===== src/rtl/btn_pkg.sv =====
// Shared types and default timing for the multi-channel button conditioner.
// Latency: n/a (package only).
// Backpressure: n/a (package only).
package btn_pkg;

  // Auto-repeat FSM encoding
  typedef enum logic [1:0] {
    IDLE     = 2'd0,
    HOLD_DLY = 2'd1,
    HOLD_REP = 2'd2
  } rep_state_e;

  // Default timing for a 50 MHz core clock
  localparam int unsigned CLK_HZ           = 50_000_000;
  localparam int unsigned DEF_DEBOUNCE_CYC = CLK_HZ / 100;  // 10 ms
  localparam int unsigned DEF_REPEAT_DLY   = CLK_HZ;        // 1 s
  localparam int unsigned DEF_REPEAT_PER   = CLK_HZ / 5;    // 200 ms

endpackage


===== src/rtl/btn_channel.sv =====
// One button channel: 2-flop sync, stability debouncer, press edge, auto-repeat FSM.
// Latency: level/press 2+DEBOUNCE_CYC cycles after a clean raw edge; repeat pulses registered.
// Backpressure: none; level, press and rep are free-running one-cycle/level outputs.
module btn_channel
  import btn_pkg::*;
#(
  parameter int unsigned CNT_W        = 20,
  parameter int unsigned DEBOUNCE_CYC = DEF_DEBOUNCE_CYC,
  parameter int unsigned REPEAT_DLY   = DEF_REPEAT_DLY,
  parameter int unsigned REPEAT_PER   = DEF_REPEAT_PER
) (
  input  logic clk,
  input  logic reset,
  input  logic raw,
  input  logic rep_en,
  output logic level,
  output logic press,
  output logic rep
);

  localparam int unsigned      DB_LAST  = DEBOUNCE_CYC - 1;
  localparam int unsigned      DLY_LAST = REPEAT_DLY - 1;
  localparam int unsigned      PER_LAST = REPEAT_PER - 1;
  localparam logic [CNT_W-1:0] CNT_MAX  = '1;

  logic             sync1;
  logic             sync2;
  logic [CNT_W-1:0] db_cnt;
  logic [CNT_W-1:0] tmr;
  rep_state_e       state;
  logic             accept;
  logic             rise;
  logic             fall;

  // Level change is taken on the DEBOUNCE_CYC-th consecutive differing sample
  assign accept = (sync2 != level) && (32'(db_cnt) >= DB_LAST);
  assign rise   = accept & sync2;
  assign fall   = accept & ~sync2;

  // Two-flop synchroniser for the asynchronous raw input
  always_ff @(posedge clk or negedge reset) begin
    if (!reset) begin
      sync1 <= 1'b0;
      sync2 <= 1'b0;
    end else begin
      sync1 <= raw;
      sync2 <= sync1;
    end
  end

  // Stability counter; press pulse coincides with the first cycle of the new high level
  always_ff @(posedge clk or negedge reset) begin
    if (!reset) begin
      db_cnt <= '0;
      level  <= 1'b0;
      press  <= 1'b0;
    end else begin
      press <= rise;
      if (sync2 == level) begin
        db_cnt <= '0;
      end else if (accept) begin
        level  <= sync2;
        db_cnt <= '0;
      end else if (db_cnt != CNT_MAX) begin
        db_cnt <= db_cnt + CNT_W'(1);
      end
    end
  end

  // Auto-repeat: initial hold delay, then periodic repeats; drops out on release or disable
  always_ff @(posedge clk or negedge reset) begin
    if (!reset) begin
      state <= IDLE;
      tmr   <= '0;
      rep   <= 1'b0;
    end else begin
      rep <= 1'b0;
      if (!rep_en || fall) begin
        state <= IDLE;
        tmr   <= '0;
      end else begin
        case (state)
          IDLE: begin
            if (rise) begin
              state <= HOLD_DLY;
              tmr   <= '0;
            end
          end
          HOLD_DLY: begin
            if (32'(tmr) >= DLY_LAST) begin
              rep   <= 1'b1;
              state <= HOLD_REP;
              tmr   <= '0;
            end else if (tmr != CNT_MAX) begin
              tmr <= tmr + CNT_W'(1);
            end
          end
          HOLD_REP: begin
            if (32'(tmr) >= PER_LAST) begin
              rep <= 1'b1;
              tmr <= '0;
            end else if (tmr != CNT_MAX) begin
              tmr <= tmr + CNT_W'(1);
            end
          end
          default: begin
            state <= IDLE;
            tmr   <= '0;
          end
        endcase
      end
    end
  end

endmodule


===== src/rtl/button_conditioner_multi.sv =====
// N-channel button conditioner: per-channel debounce/repeat plus a pending-bit event queue.
// Latency: event presented 2 cycles after the press/repeat pulse; one idle cycle between events.
// Backpressure: evt_valid/evt_idx/evt_repeat held until evt_ready; events colliding on a pending channel set sticky evt_overrun.
module button_conditioner_multi
  import btn_pkg::*;
#(
  parameter int unsigned NUM_CH       = 4,
  parameter int unsigned CNT_W        = 20,
  parameter int unsigned DEBOUNCE_CYC = DEF_DEBOUNCE_CYC,
  parameter int unsigned REPEAT_EN    = 1,
  parameter int unsigned REPEAT_DLY   = DEF_REPEAT_DLY,
  parameter int unsigned REPEAT_PER   = DEF_REPEAT_PER,
  parameter int unsigned IDX_W        = 4
) (
  input  logic              clk,
  input  logic              reset,
  input  logic [NUM_CH-1:0] btn_raw,
  input  logic [NUM_CH-1:0] repeat_mask,
  output logic [NUM_CH-1:0] btn_level,
  output logic [NUM_CH-1:0] btn_press,
  output logic              evt_valid,
  output logic [IDX_W-1:0]  evt_idx,
  output logic              evt_repeat,
  input  logic              evt_ready,
  output logic              evt_overrun
);

  logic [NUM_CH-1:0] rep_en_vec;
  logic [NUM_CH-1:0] ch_rep;
  logic [NUM_CH-1:0] ev_new;
  logic [NUM_CH-1:0] pending;
  logic [NUM_CH-1:0] rflag;
  logic [NUM_CH-1:0] acc_vec;
  logic [NUM_CH-1:0] pend_nxt;
  logic [NUM_CH-1:0] rflag_nxt;
  logic              lost;
  logic [IDX_W-1:0]  sel_idx;
  logic              sel_rep;

  assign rep_en_vec = (REPEAT_EN != 0) ? repeat_mask : '0;
  assign ev_new     = btn_press | ch_rep;

  for (genvar g = 0; g < NUM_CH; g++) begin : g_ch
    btn_channel #(
      .CNT_W       (CNT_W),
      .DEBOUNCE_CYC(DEBOUNCE_CYC),
      .REPEAT_DLY  (REPEAT_DLY),
      .REPEAT_PER  (REPEAT_PER)
    ) u_ch (
      .clk   (clk),
      .reset (reset),
      .raw   (btn_raw[g]),
      .rep_en(rep_en_vec[g]),
      .level (btn_level[g]),
      .press (btn_press[g]),
      .rep   (ch_rep[g])
    );
  end

  // Queue update, overrun detection and lowest-index selection
  always_comb begin
    acc_vec   = '0;
    rflag_nxt = rflag;
    sel_idx   = '0;
    sel_rep   = 1'b0;
    for (int i = 0; i < NUM_CH; i++) begin
      acc_vec[i] = evt_valid && evt_ready && (evt_idx == IDX_W'(i));
    end
    pend_nxt = (pending & ~acc_vec) | ev_new;
    lost     = |(ev_new & pending & ~acc_vec);
    for (int i = 0; i < NUM_CH; i++) begin
      if (btn_press[i]) begin
        rflag_nxt[i] = 1'b0;
      end else if (ch_rep[i] && !(pending[i] && !acc_vec[i])) begin
        rflag_nxt[i] = 1'b1;
      end
    end
    for (int i = NUM_CH - 1; i >= 0; i--) begin
      if (pending[i]) begin
        sel_idx = IDX_W'(i);
        sel_rep = rflag_nxt[i];
      end
    end
  end

  // Pending bits plus the presented event, frozen until the consumer takes it
  always_ff @(posedge clk or negedge reset) begin
    if (!reset) begin
      pending     <= '0;
      rflag       <= '0;
      evt_valid   <= 1'b0;
      evt_idx     <= '0;
      evt_repeat  <= 1'b0;
      evt_overrun <= 1'b0;
    end else begin
      pending <= pend_nxt;
      rflag   <= rflag_nxt;
      if (lost) begin
        evt_overrun <= 1'b1;
      end
      if (evt_valid && evt_ready) begin
        evt_valid <= 1'b0;
      end else if (!evt_valid && (|pending)) begin
        evt_valid  <= 1'b1;
        evt_idx    <= sel_idx;
        evt_repeat <= sel_rep;
      end
    end
  end

endmodule


===== config.mk =====
export PLATFORM = sky130hd
export DESIGN_NAME = button_conditioner_multi
export DESIGN_NICKNAME = d
export VERILOG_FILES = /design/src/rtl/btn_pkg.sv /design/src/rtl/btn_channel.sv /design/src/rtl/button_conditioner_multi.sv
export SDC_FILE = /design/constraint.sdc
export NUM_CORES = 1
export LEC_CHECK = 0
export ABC_AREA = 1
export CORE_ASPECT_RATIO = 2
export CORE_MARGIN = 4
export CORE_UTILIZATION = 61
export CTS_CLUSTER_SIZE = 20
export DETAILED_ROUTE_END_ITERATION = 16
export PLACE_DENSITY_LB_ADDON = 0.25
export SETUP_SLACK_MARGIN = 0.1
export SLEW_MARGIN = 20
export SYNTH_ARGS = -nofsm -noshare
export SYNTH_HDL_FRONTEND = slang
export SYNTH_HIERARCHICAL = 1
export SYNTH_SLANG_ARGS = --single-unit

===== constraint.sdc =====
create_clock -name clk -period 2.4 [get_ports clk]
set_clock_uncertainty 0.2 [all_clocks]
set_input_delay 0.36 -clock clk [delete_from_list [all_inputs] [get_ports clk]]
set_output_delay 0.36 -clock clk [all_outputs]
set_load 0.03 [all_outputs]

**Word level (Yosys, flattened, before mapping)**

Cells that the tools add are included.

- Output and inout bits: 15
- Bits of input ports: 11
- Logic and storage cells: 113
- Bits in registers: 111

- Reductions and logical operators: 24
- $lt $le $gt $ge: 4
- Bitwise gates (word level): 14
- $add $sub $neg: 4
- Multiplexer cells: 26
- Eq/ne operators: 15

Operator list:

| cell | number |
|---|---|
| 20-bit 2-to-1 mux | 12 |
| 20-bit by 1-bit adder with 20-bit output, second input constant | 4 |
| 20-bit by 19-bit greater-or-equal comparator with 1-bit output, second input constant | 4 |
| 20-bit != test, second input constant | 4 |
| 4-bit bitwise AND | 3 |
| 4-bit 2-to-1 mux | 3 |
| 3-bit nonzero test | 4 |
| 1-bit logical AND | 10 |
| 1-bit 2-to-1 mux | 10 |
| 2-bit AND reduction | 5 |
| 4-bit by 2-bit equality test with 1-bit output, second input constant | 2 |
| 4-bit OR reduction | 2 |
| 1-bit NOT | 5 |
| 1-bit bitwise AND | 4 |
| 1-bit equality test | 4 |
| 4-bit by 1-bit equality test with 1-bit output, second input constant | 1 |
| 4-bit zero test | 1 |
| 1-bit != test | 4 |
| 4-bit NOT | 1 |
| 4-bit OR | 1 |
| 2-bit 2-to-1 mux | 1 |
| 2-bit nonzero test | 1 |
| 1-bit zero test | 1 |

**Logic depth before layout (Yosys ltp)**

Gate-level depths: netlist (run 1).

- Word-level depth: 5
- Mapped depth: 11
- Mapped depth without buffers: 11

**By module**

Netlist (run 1), hierarchy kept.

By module, submodules not included:

| module | cells each | sequential area each (µm²) | times used | area an instance (µm²) |
|---|---|---|---|---|
| btn_channel | 168 | 600.6 | 4 | 1315.0 |
| button_conditioner_multi | 84 | 325.3 | 1 | 659.4 |

**Worst setup path before layout (run 1)**

Ideal clock, no wire load.

- Path type: flip-flop to flip-flop
- From: register g_ch[0].u_ch.db_cnt[0]
- To: register g_ch[0].u_ch.db_cnt[0]
- Buffers on the path: 1
- Path slack: 0.699 ns
- Required time: 2.131 ns
- Stages on the path, launching flop included: 12
- Setup time: 0.069 ns
- Period minus slack after synthesis: 1.701 ns
- Data arrival time: 1.432 ns
- Cells stage by stage: dfrtp_1 > ha_1 > nand2_1 > inv_1 > nand2_1 > nand2_1 > nand2_1 > nand2_1 > nand2_2 > nand3_2 > buf_6 > nor2_2

- Longest elaborated chain between the ends: 4

RTL lines:

| what | line | text |
|---|---|---|
| from (decl) | btn_channel.sv:28 | `logic [CNT_W-1:0] db_cnt;` |
| from (signal assigned) | btn_channel.sv:65 | `db_cnt <= db_cnt + CNT_W'(1);` |
| 20-bit by 1-bit adder with 20-bit output or 20-bit by 19-bit greater-or-equal comparator with 1-bit output (tied branches) | btn_channel.sv:65, btn_channel.sv:36 |  |
| 20-bit 2-to-1 mux or 1-bit logical AND (tied branches) | btn_channel.sv:64, btn_channel.sv:36 |  |
| 20-bit 2-to-1 mux | btn_channel.sv:61 | `end else if (accept) begin` |
| 20-bit 2-to-1 mux | btn_channel.sv:59 | `if (sync2 == level) begin` |

Several ways; a longest one is shown, not always the timed one. The select of a mux whose other input is x is not followed.
A chain may end at the register's enable or synchronous reset.

**Worst setup path after layout (run 1)**

- From: register g_ch[2].u_ch.db_cnt[0]
- To: register g_ch[2].u_ch.db_cnt[17]

- Longest elaborated chain between the ends: 4

RTL lines:

| what | line |
|---|---|
| from (decl) | btn_channel.sv:28 |
| from (signal assigned) | btn_channel.sv:65 |
| 20-bit by 1-bit adder with 20-bit output or 20-bit by 19-bit greater-or-equal comparator with 1-bit output (tied branches) | btn_channel.sv:65, btn_channel.sv:36 |
| 20-bit 2-to-1 mux or 1-bit logical AND (tied branches) | btn_channel.sv:64, btn_channel.sv:36 |
| 20-bit 2-to-1 mux | btn_channel.sv:61 |
| 20-bit 2-to-1 mux | btn_channel.sv:59 |

Several ways; a longest one is shown, not always the timed one. The select of a mux whose other input is x is not followed.

==> results of run 1 <==
layer usage:
metal / global-route usage (%) / share of wire, % / up-vias
li1: - / - / 2451
met1: 24.2 / 36 / 2346
met2: 44.5 / 55 / 163
met3: 3.50 / 3.8 / 58
met4: 13.7 / 4.8 / 0
met5: 0 / 0 / -
layout by cell type, fill, tap and decap left out, drive strengths merged:
| cell type | instances |
|---|---|
| buf | 4 |
| a31oi | 1 |
| o221ai | 1 |
| nand2 | 215 |
| a21oi | 15 |
| clkbuf | 11 |
| xnor2 | 8 |
| o211ai | 1 |
| or2 | 1 |
| nand3 | 38 |
| xor2 | 24 |
| dlygate4sd3 | 1 |
| conb | 10 |
| clkinv | 4 |
| o21ai | 21 |
| clkinvlp | 1 |
| o21bai | 12 |
| nor3 | 33 |
| ha | 4 |
| dfrtp | 109 |
| nand4 | 20 |
| nor2 | 166 |
| inv | 71 |
| o41ai | 1 |
| clkdlybuf4s50 | 18 |
per-stage QoR:
step	hold WS [ps]	cell area (sq um)
floorplan	-136	5940
global placement	135	6250
detailed placement	136	6250
CTS	160	6520
global route	177	6530
finish	154	6530
cell families (layout without fill, tap and decap cells):
group,count (synthesis),count (layout),share of synthesized area [%]
buf+inv,81,110,6.02
simple gates,473,473,36.7
other cells,5,10,0.317
flops,109,109,46.1
compound gates,52,52,5.35
xor+xnor,32,32,4.73
fa+ha+maj,4,4,0.846
registers in the layout (all words and copies together) (netlist names):
| register | cells |
|---|---|
| rflag | 4 |
| evt_repeat | 1 |
| evt_overrun | 1 |
| g_ch.u_ch/sync2 | 4 |
| g_ch.u_ch/level | 4 |
| g_ch.u_ch/sync1 | 4 |
| pending | 4 |
| evt_valid | 1 |
| g_ch.u_ch/db_cnt | 80 |
| evt_idx | 2 |
| g_ch.u_ch/press | 4 |
worst reg2reg max path: cells and delay by family, from the launching register on:
family	cells	cell delay, ps
flip-flops	1	450
adder cells (fa/ha/maj)	1	310
AND/OR/NAND/NOR	8	1070
buffers and inverters	1	50
power groups by stage:
stage | clock (mW) | combinational [mW] | sequential [mW]
finish | 1.32 | 0.523 | 1.99
global placement | 0 | 0.503 | 2.02
floorplan | 0 | 0.272 | 2.08
detailed placement | 0 | 0.520 | 2.02
CTS | 1.36 | 0.523 | 1.99
global route | 1.44 | 0.577 | 2.00
timing repair:
action	4_1_cts	5_1_grt
resized for setup	0	2
hold buffers	1	0
endpoints found under the hold margin	30	0
endpoints found under the setup margin	0	3
layout make-up:
cell class                 instances  area share, %
multi-input combinational        571           43.9
sequential                       109           41.8
timing repair buffer              23           3.75
tap                              130           2.49
inverter                          71           4.08
clock buffer                      11           3.56
clock inverter                     5          0.421
final timing paths:
check / startpoint / endpoint / slack [ps] / cells after the start
worst max-delay path: g_ch[2].u_ch/db_cnt[0] / g_ch[2].u_ch/db_cnt[17] / 250 / 10
worst min-delay path: g_ch[1].u_ch/sync1 / g_ch[1].u_ch/sync2 / 150 / 0
worst max register to register: g_ch[2].u_ch/db_cnt[0] / g_ch[2].u_ch/db_cnt[17] / 250 / 10
worst min register to register: g_ch[1].u_ch/sync1 / g_ch[1].u_ch/sync2 / 150 / 0
max in group asynchronous: reset / g_ch[2].u_ch/db_cnt[17] / 1110 / 3
min in group asynchronous: reset / g_ch[1].u_ch/db_cnt[15] / 310 / 2
==> flow_metrics.tcl, run 1 <==
set metrics [dict create \
    run_status "finished clean" \
    cts_tree "yes" \
    capturing_element_type_of_the_critical_path "flip-flop" \
    via_per_inst 5.45 \
    grt_antenna_before_repair 0 \
    clock-root-buffer "sky130_fd_sc_hd__clkbuf_16" \
    numClockSinks 109 \
    setup_viol 0 \
    core_area_sq_mm 0.00945 \
    level_count_of_the_clock_h_tree 3 \
    routedWlPerCell_microns 13.9 \
    synth_async_sr_flop_share_pct 100 \
    synthesis.instances 756 \
    max_stage_delay_ps 450 \
    synth_edf_count 0 \
    min_period_over_period_pct 89.6 \
    fin_tns_setup_ps 0 \
    start_kind "flip-flop" \
    most_area_consuming_cells_after_synthesis "sky130_fd_sc_hd__dfrtp_1 46%, sky130_fd_sc_hd__nand2_1 13%, sky130_fd_sc_hd__nor2_1 7.2%, sky130_fd_sc_hd__nor2_2 5.1%, sky130_fd_sc_hd__inv_1 4.2%" \
    total_power_mw 3.83 \
    register_area_sq_mm 0.00273 \
    list_of_cells_traversed_by_the_critical_path "ha_1 > nand2_1 > inv_1 > nand2_1 > nand2_1 > nand2_1 > nand2_1 > nand2_2 > nand3_2 > nor2_1" \
    wl_mm 12.8 \
    path_clk_slew_ps 70 \
    die_w_microns 77.7 \
    initial_core_util_pct 62.7 \
    grt_pass1_wl_mm 21.9 \
    reported_leakage_power_nw 2.64 \
    clock.fmax_mhz 465 \
    grt-ovfl-total 0 \
    irDropWorstVdd_uv 423 \
    chipHeight_microns 147 \
    powerDensity_mw_per_mm2 587 \
    filler_cell_count 771 \
    cp.required_ps 2460 \
    netlist.top_cell.by_area "sky130_fd_sc_hd__dfrtp_1" \
    critPathSlowestCell "sky130_fd_sc_hd__dfrtp_1" \
    intPower_mw 2.78 \
    synthesis.area_sq_mm 0.00592 \
    design.final.nets 800 \
    num_antenna_cells 0 \
    min-delay-path-class "flip-flop to flip-flop" \
    floorplan.die_area_sq_mm 0.0114 \
    critPathBufInv 1 \
    postLayoutCoreUtil_pct 69.1 \
    synth.yosys.warnings 6 \
    total_switching_power_mw 1.05 \
    final_period_minus_worst_setup_slack_ps 2150 \
    clock_power_share_pct 34.5 \
    path_max_fanout 12 \
    synth_largest_type_area_fraction_pct 46.1 \
    timing_worst_setup_path_type "flip-flop to flip-flop" \
    drc 0 \
    via_count_of_the_first_global_routing_pass 5077 \
    slew_violations 0 \
    p_sw_share_pct 27.4 \
    io-pin-count 26 \
    pwr-share-comb_pct 13.6 \
    max_cap_viol_count 0 \
    proportion_of_synthesized_chip_area_in_sequential_cells_pct 46.1 \
    grt_setup_unrepaired "false" \
    placed_instance_count 903 \
    timing.critical_path.arrival_ps 2210 \
    finish.cell_count_without_fillers 920 \
    vias 5018 \
    pin_count_of_the_biggest_net_entering_global_routing 42 \
    postSynthRegisterBits 109 \
    dp.final_hpwl_mm 9.72 \
    detailedPlace.worstSlack_ps 259 \
    post-synth-top-count-cell "sky130_fd_sc_hd__nand2_1" \
    multiInputGateArea_sq_mm 0.00287 \
    globalplace.congestion 0.965 \
    area_growth_syn_to_layout_pct 10.3 \
    post_synth_most_frequent_cells "198 x sky130_fd_sc_hd__nand2_1, 114 x sky130_fd_sc_hd__nor2_1, 109 x sky130_fd_sc_hd__dfrtp_1" \
    syn-mean-instance-area_sq_um 7.83 \
    cts-buffers-inserted 9 \
    critPathTopFamily "simple AND/OR/NAND/NOR gates" \
    cts.path.max_buffers 2 \
    io_buffers 19 \
    hold_violations 0 \
    insertion_delay_ps 340 \
    tightest_slew_ps 503 \
    num_rows 50 \
    critPathMostFrequentCell "sky130_fd_sc_hd__nand2_1" \
    ys_dominant_reg_cell "sky130_fd_sc_hd__dfrtp_1" \
    pwr-share-seq_pct 51.8 \
    total_setup_buffers_inserted_after_cts 0 \
    detail_route.first_pass.iterations 5 \
    finalWorstSetupSlack_ps 249 \
    gr-usage-all-layers_pct 23.8 \
    post_synth_num_cell_types 31 \
    timing.slew.headroom_pct 66.3 \
    dr_iter_0_viols 354 \
    post_route_cells_drive_above_1_share_pct 13.0 \
    drtAntennaViolNets 0 \
]
Note: power is estimated with default switching activity, not from simulation.
==> inputs of run 2 (changes only) <==
Settings changed: PLACE_DENSITY from default to 0.9, PLACE_DENSITY_LB_ADDON 0.25 to default.
==> flow_metrics.tcl, run 2 (synthesized netlist as in run 1, its figures left out) <==
set metrics [dict create \
    design.final.nets 800 \
    initial_core_util_pct 62.7 \
    final_common_cell "sky130_fd_sc_hd__nand2_1" \
    run_status "finished clean" \
    worst_r2r_startpoint "g_ch[0].u_ch/db_cnt[0]" \
    start_kind "flip-flop" \
    path_max_fanout 12 \
    powerDensity_mw_per_mm2 627 \
    largest_reg_flops 80 \
    timing.critical_path.arrival_ps 2170 \
    fin_tns_setup_ps 0 \
    capturing_element_type_of_the_critical_path "flip-flop" \
    clock.fmax_mhz 474 \
    chipHeight_microns 147 \
    timing.slew.headroom_pct 61.8 \
    setup_viol 0 \
    num_rows 50 \
    path_clk_slew_ps 70 \
    max_stage_delay_ps 450 \
    dr_iter_0_viols 424 \
    io_buffers 19 \
    min_period_over_period_pct 87.9 \
    timing_worst_setup_path_type "flip-flop to flip-flop" \
    slew_violations 0 \
    post_route_cells_drive_above_1_share_pct 13.2 \
    final_cell_mix "198 x sky130_fd_sc_hd__nand2_1, 114 x sky130_fd_sc_hd__nor2_1, 109 x sky130_fd_sc_hd__dfrtp_1" \
    drc 0 \
    hold_violations 0 \
    critPathMostFrequentCell "sky130_fd_sc_hd__nand2_1" \
    register_name_with_the_most_flops "g_ch.u_ch/db_cnt" \
    pin_count_of_the_biggest_net_entering_global_routing 42 \
    grt_setup_unrepaired "false" \
    grt_antenna_before_repair 0 \
    reported_leakage_power_nw 2.67 \
    critPathBufInv 1 \
    cts.path.max_buffers 2 \
    grt-ovfl-total 0 \
    list_of_cells_traversed_by_the_critical_path "ha_1 > nand2_1 > inv_1 > nand2_1 > nand2_1 > nand2_1 > nand2_1 > nand2_2 > nand3_2 > nor2_2" \
    worstHoldPathCells 0 \
    filler_cell_count 721 \
    crit_path_start "g_ch[0].u_ch/db_cnt[0]" \
    final_period_minus_worst_setup_slack_ps 2110 \
    wl_mm 13.1 \
    clock-root-buffer "sky130_fd_sc_hd__clkbuf_16" \
    globalplace.congestion 0.958 \
    vias 5042 \
    die_w_microns 77.7 \
    core_area_sq_mm 0.00945 \
    via_count_of_the_first_global_routing_pass 4972 \
    level_count_of_the_clock_h_tree 3 \
    max_cap_viol_count 0 \
    detail_route.first_pass.iterations 4 \
    num_antenna_cells 0 \
    hold_path.startpoint "g_ch[3].u_ch/sync1" \
    via_per_inst 5.48 \
    worstSetupPathDepth 10 \
    critPathTopFamily "simple AND/OR/NAND/NOR gates" \
    dp.final_hpwl_mm 9.64 \
    irDropWorstVdd_uv 427 \
    drtAntennaViolNets 0 \
    grt_pass1_wl_mm 21.7 \
    routedWlPerCell_microns 14.2 \
    min-delay-path-class "flip-flop to flip-flop" \
    postLayoutCoreUtil_pct 70.0 \
    worst_reg2reg_path_length_in_cells 10 \
    numClockSinks 109 \
    gr-usage-all-layers_pct 23.7 \
    area_growth_syn_to_layout_pct 11.7 \
    cts-buffers-inserted 9 \
    cts_tree "yes" \
    io-pin-count 26 \
    floorplan.die_area_sq_mm 0.0114 \
    insertion_delay_ps 340 \
    critPathSlowestCell "sky130_fd_sc_hd__dfrtp_1" \
    cp.required_ps 2460 \
    tightest_slew_ps 573 \
]
run 2: changes by cell type in the layout (fill, tap and decap cells not counted), sizes merged:
cell,previous run,this run
bufinv,0,2
clkbuf,11,12
clkinv,4,1
clkinvlp,1,0
inv,71,72
run 2: area by class of cell:
type | instances | area [sq um] | area share (%)
multi-input combinational | 571 | 2880 | 43.5
sequential | 109 | 2730 | 41.2
inverter | 71 | 267 | 4.03
clock buffer | 12 | 256 | 3.88
timing repair buffer | 23 | 245 | 3.71
tap | 130 | 163 | 2.46
clock inverter | 4 | 77.6 | 1.17
run 2: worst reg2reg max path, delay by kind of cell (launching register included):
| family | cells | cell delay (ps) |
|---|---|---|
| and+or+nand+nor | 8 | 1040 |
| DFF | 1 | 450 |
| adders and majority gates | 1 | 300 |
| buffers and inverters | 1 | 50 |
run 2: path summary, 6_finish.rpt:
path                                            to  slack, ps
max                         g_ch[0].u_ch/db_cnt[3]        290
min                             g_ch[3].u_ch/sync2        150
max in group asynchronous  g_ch[3].u_ch/db_cnt[11]       1010
min reg2reg                     g_ch[3].u_ch/sync2        150
max reg2reg                 g_ch[0].u_ch/db_cnt[3]        290
min in group asynchronous   g_ch[1].u_ch/db_cnt[4]        340
run 2: through the flow:
stage / total power, mW / instances / area [sq um] / hold WS (ps) / setup WS [ps]
6_report: 4.14 / 920 / 6610 / 151 / 290
5_1_grt: 4.30 / 920 / 6610 / 164 / 117
4_1_cts: 4.17 / 920 / 6590 / 154 / 215
3_5_place_dp: 2.54 / 903 / 6250 / 139 / 228
3_3_place_gp: 2.51 / 903 / 6250 / 134 / 303
2_1_floorplan: 2.35 / 761 / 5940 / -136 / 699
run 2: routing by layer:
metal / global-route usage (%) / vias to the layer above / part of all wire [%] / routed length (microns)
met5: 0 / - / 0 / 0
met4: 13.1 / 0 / 4.3 / 557
met3: 3.68 / 49 / 3.3 / 438
met2: 44.9 / 148 / 56 / 7380
met1: 23.9 / 2402 / 36 / 4710
li1: - / 2443 / - / -
run 2: what timing repair did:
item	in CTS	in global routing
setup endpoints to repair	0	15
resized for setup	0	3
hold buffers	1	0
hold endpoints to repair	38	0
buffers inserted	0	0
run 2: where the power goes:
part / total [mW] / internal, mW / switching, mW
sequential: 1.99 / 1.91 / 0.0747
combinational: 0.522 / 0.169 / 0.352
clock: 1.63 / 0.978 / 0.654
==> RTL edit, RTL diff (settings of run 2) <==
Reset style: synchronous (`reset`), changed in 4 clocked blocks. Comments in the files are not updated.
--- a/src/rtl/btn_channel.sv
+++ b/src/rtl/btn_channel.sv
@@ -38,7 +38,7 @@
   assign fall   = accept & ~sync2;
 
   // Two-flop synchroniser for the asynchronous raw input
-  always_ff @(posedge clk or negedge reset) begin
+  always_ff @(posedge clk) begin
     if (!reset) begin
       sync1 <= 1'b0;
       sync2 <= 1'b0;
@@ -49,7 +49,7 @@
   end
 
   // Stability counter; press pulse coincides with the first cycle of the new high level
-  always_ff @(posedge clk or negedge reset) begin
+  always_ff @(posedge clk) begin
     if (!reset) begin
       db_cnt <= '0;
       level  <= 1'b0;
@@ -68,7 +68,7 @@
   end
 
   // Auto-repeat: initial hold delay, then periodic repeats; drops out on release or disable
-  always_ff @(posedge clk or negedge reset) begin
+  always_ff @(posedge clk) begin
     if (!reset) begin
       state <= IDLE;
       tmr   <= '0;
--- a/src/rtl/button_conditioner_multi.sv
+++ b/src/rtl/button_conditioner_multi.sv
@@ -84,7 +84,7 @@
   end
 
   // Pending bits plus the presented event, frozen until the consumer takes it
-  always_ff @(posedge clk or negedge reset) begin
+  always_ff @(posedge clk) begin
     if (!reset) begin
       pending     <= '0;
       rflag       <= '0;
Formal check against the unedited RTL: no difference found for any inputs over 10 cycles, from zero or initial values and one cycle with reset low; that may be too few to reach the edited logic, so the function may still have changed.
==> RTL edit against run 2 <==
  * Sequential cell count stayed put
  * Worst setup slack improved by 0.073 ns
  * Highest routed layer unchanged
  * Core utilization fell by 0.77 points
  * Largest cell class unchanged
  * Global-route usage fell by 0.63 points
  * Area after synthesis up 0.99%
  * Routed wire length down 2.0%
  * Final area fell by 1.1%
Power is not compared: it rests on default switching activity, and its combinational part moved more than twofold at a synthesized area within 25%.
==> RTL edit: results (changes against run 2) <==
status finished, final reports clean; Synth cell types 34 (+9.7%); CP peak stage delay 0.71 ns (+0.26 ns); hold_sp g_ch[2].u_ch/sync1; delay-heaviest family, CP buffers and inverters; Commonest cells post-synth nor2_1, nand2_1, dfxtp_1; Arr. time, crit path 1.48 ns (-0.69 ns); wire length on met1 4599 um (-2.3%); Syn Area/Cell 6.680 um2 (-15%); slowest CP cell clkdlybuf4s50_1; vias in the first global route 5246 (+5.5%); nets@finish 936 (+17%); Crit Path Max Fanout 6 (-6); max FFs per register 80 (unchanged); Post-Synth XOR/XNOR Area 8.204% (+3.5 points); met3 routed WL 382 um (-13%); DRT Pass-1 Iters 5 (+1); Compound-Gate Fraction of Synth Area 2.700% (-2.6 points); routability congestion estimate 0.9430 (-1.5%); placed cells 1040 (+15%); met3 Usage GRT 2.500% (-1.2 points); grt met1 use 21.55% (-2.3 points); share of synthesized registers carrying an async set or reset 0% (-100 points); Post-Synth Adder-Cell Area 0.8372% (-0.0083 points); register area share after synthesis 36.50% (-9.6 points); ANT cells 0 (unchanged); worst vdd ir around 0.37 mV; share of layout cells above drive strength 1 9.719% (-3.4 points); Global Route Usage Sum 23.07% (-0.63 points); worst setup path start evt_idx[0]; DR WL/cell 12.15 um (-15%); clock buffer depth 2 (unchanged); DP HPWL 9411 um (-2.3%); Starting DRT DRC Count 352 (-17%); first-pass GRT wire length 21620 um (-0.54%); cts repair resizes 0 (unchanged); RR Startpoint g_ch[3].u_ch/db_cnt[0]; Max transition margin 63.55% (+1.8 points); via/cell ratio 5.143 (-6.2%); highest routed metal layer met4; WL met2 7084 um (-4.0%); ys flop type dfxtp_1; Placed Area 6269 um2 (+0.36%); routing usage on met2 45.02% (+0.13 points)
[RTL edit: cell types whose count changed after synthesis, sizes merged, moves of 12 or more]
cell | before | now
dfrtp | 109 | 0
dfxtp | 0 | 109
inv | 71 | 96
nand3b | 0 | 20
nand4 | 20 | 8
nor2 | 166 | 300
nor3 | 33 | 12
o21ai | 21 | 5
o21bai | 12 | 0
xor2 | 24 | 40
[RTL edit: final timing paths]
check	depth (start not counted)	slack (ns)	endpoint
worst max-delay path	1	0.36	evt_idx[0]
worst min-delay path	2	0.22	g_ch[2].u_ch/sync2
worst max register to register	8	0.39	g_ch[3].u_ch/db_cnt[14]
worst min register to register	2	0.22	g_ch[2].u_ch/sync2
[RTL edit: logic make-up after synthesis]
group | Yosys count
DFF | 109
adders and majority gates | 4
other | 5
xor gates and xnor gates | 56
buffers and inverters | 111
AOI/OAI and AO/OA | 27
and+or+nand+nor | 583
[RTL edit: cell type report]
class | count | area [um2]
clock buffer | 13 | 250.2
clock inverter | 3 | 21.27
inverter | 96 | 386.6
tap | 130 | 162.7
multi-input combinational | 680 | 3289
sequential | 109 | 2182
fill | 786 | 2907
timing repair buffer | 25 | 247.7
[RTL edit: per-stage QoR]
stage                     hold WS (ns)  utilization, %  setup WS (ns)  total power [mW]
after floorplan                 0.1900               -         0.6959             2.054
after global placement          0.1959           66.36         0.3159             2.106
after detailed placement        0.2031           66.36         0.2927             2.111
after CTS                       0.2199           69.23         0.3447             3.468
after global routing            0.2422           69.23         0.2401             3.568
final                           0.2185           69.23         0.3636             3.443
[RTL edit: power by group]
group | internal (mW) | total [mW] | switching (mW)
logic | 0.0730 | 0.194 | 0.121
clock network | 0.735 | 1.37 | 0.639
registers | 1.84 | 1.88 | 0.0326
total | 2.65 | 3.44 | 0.793
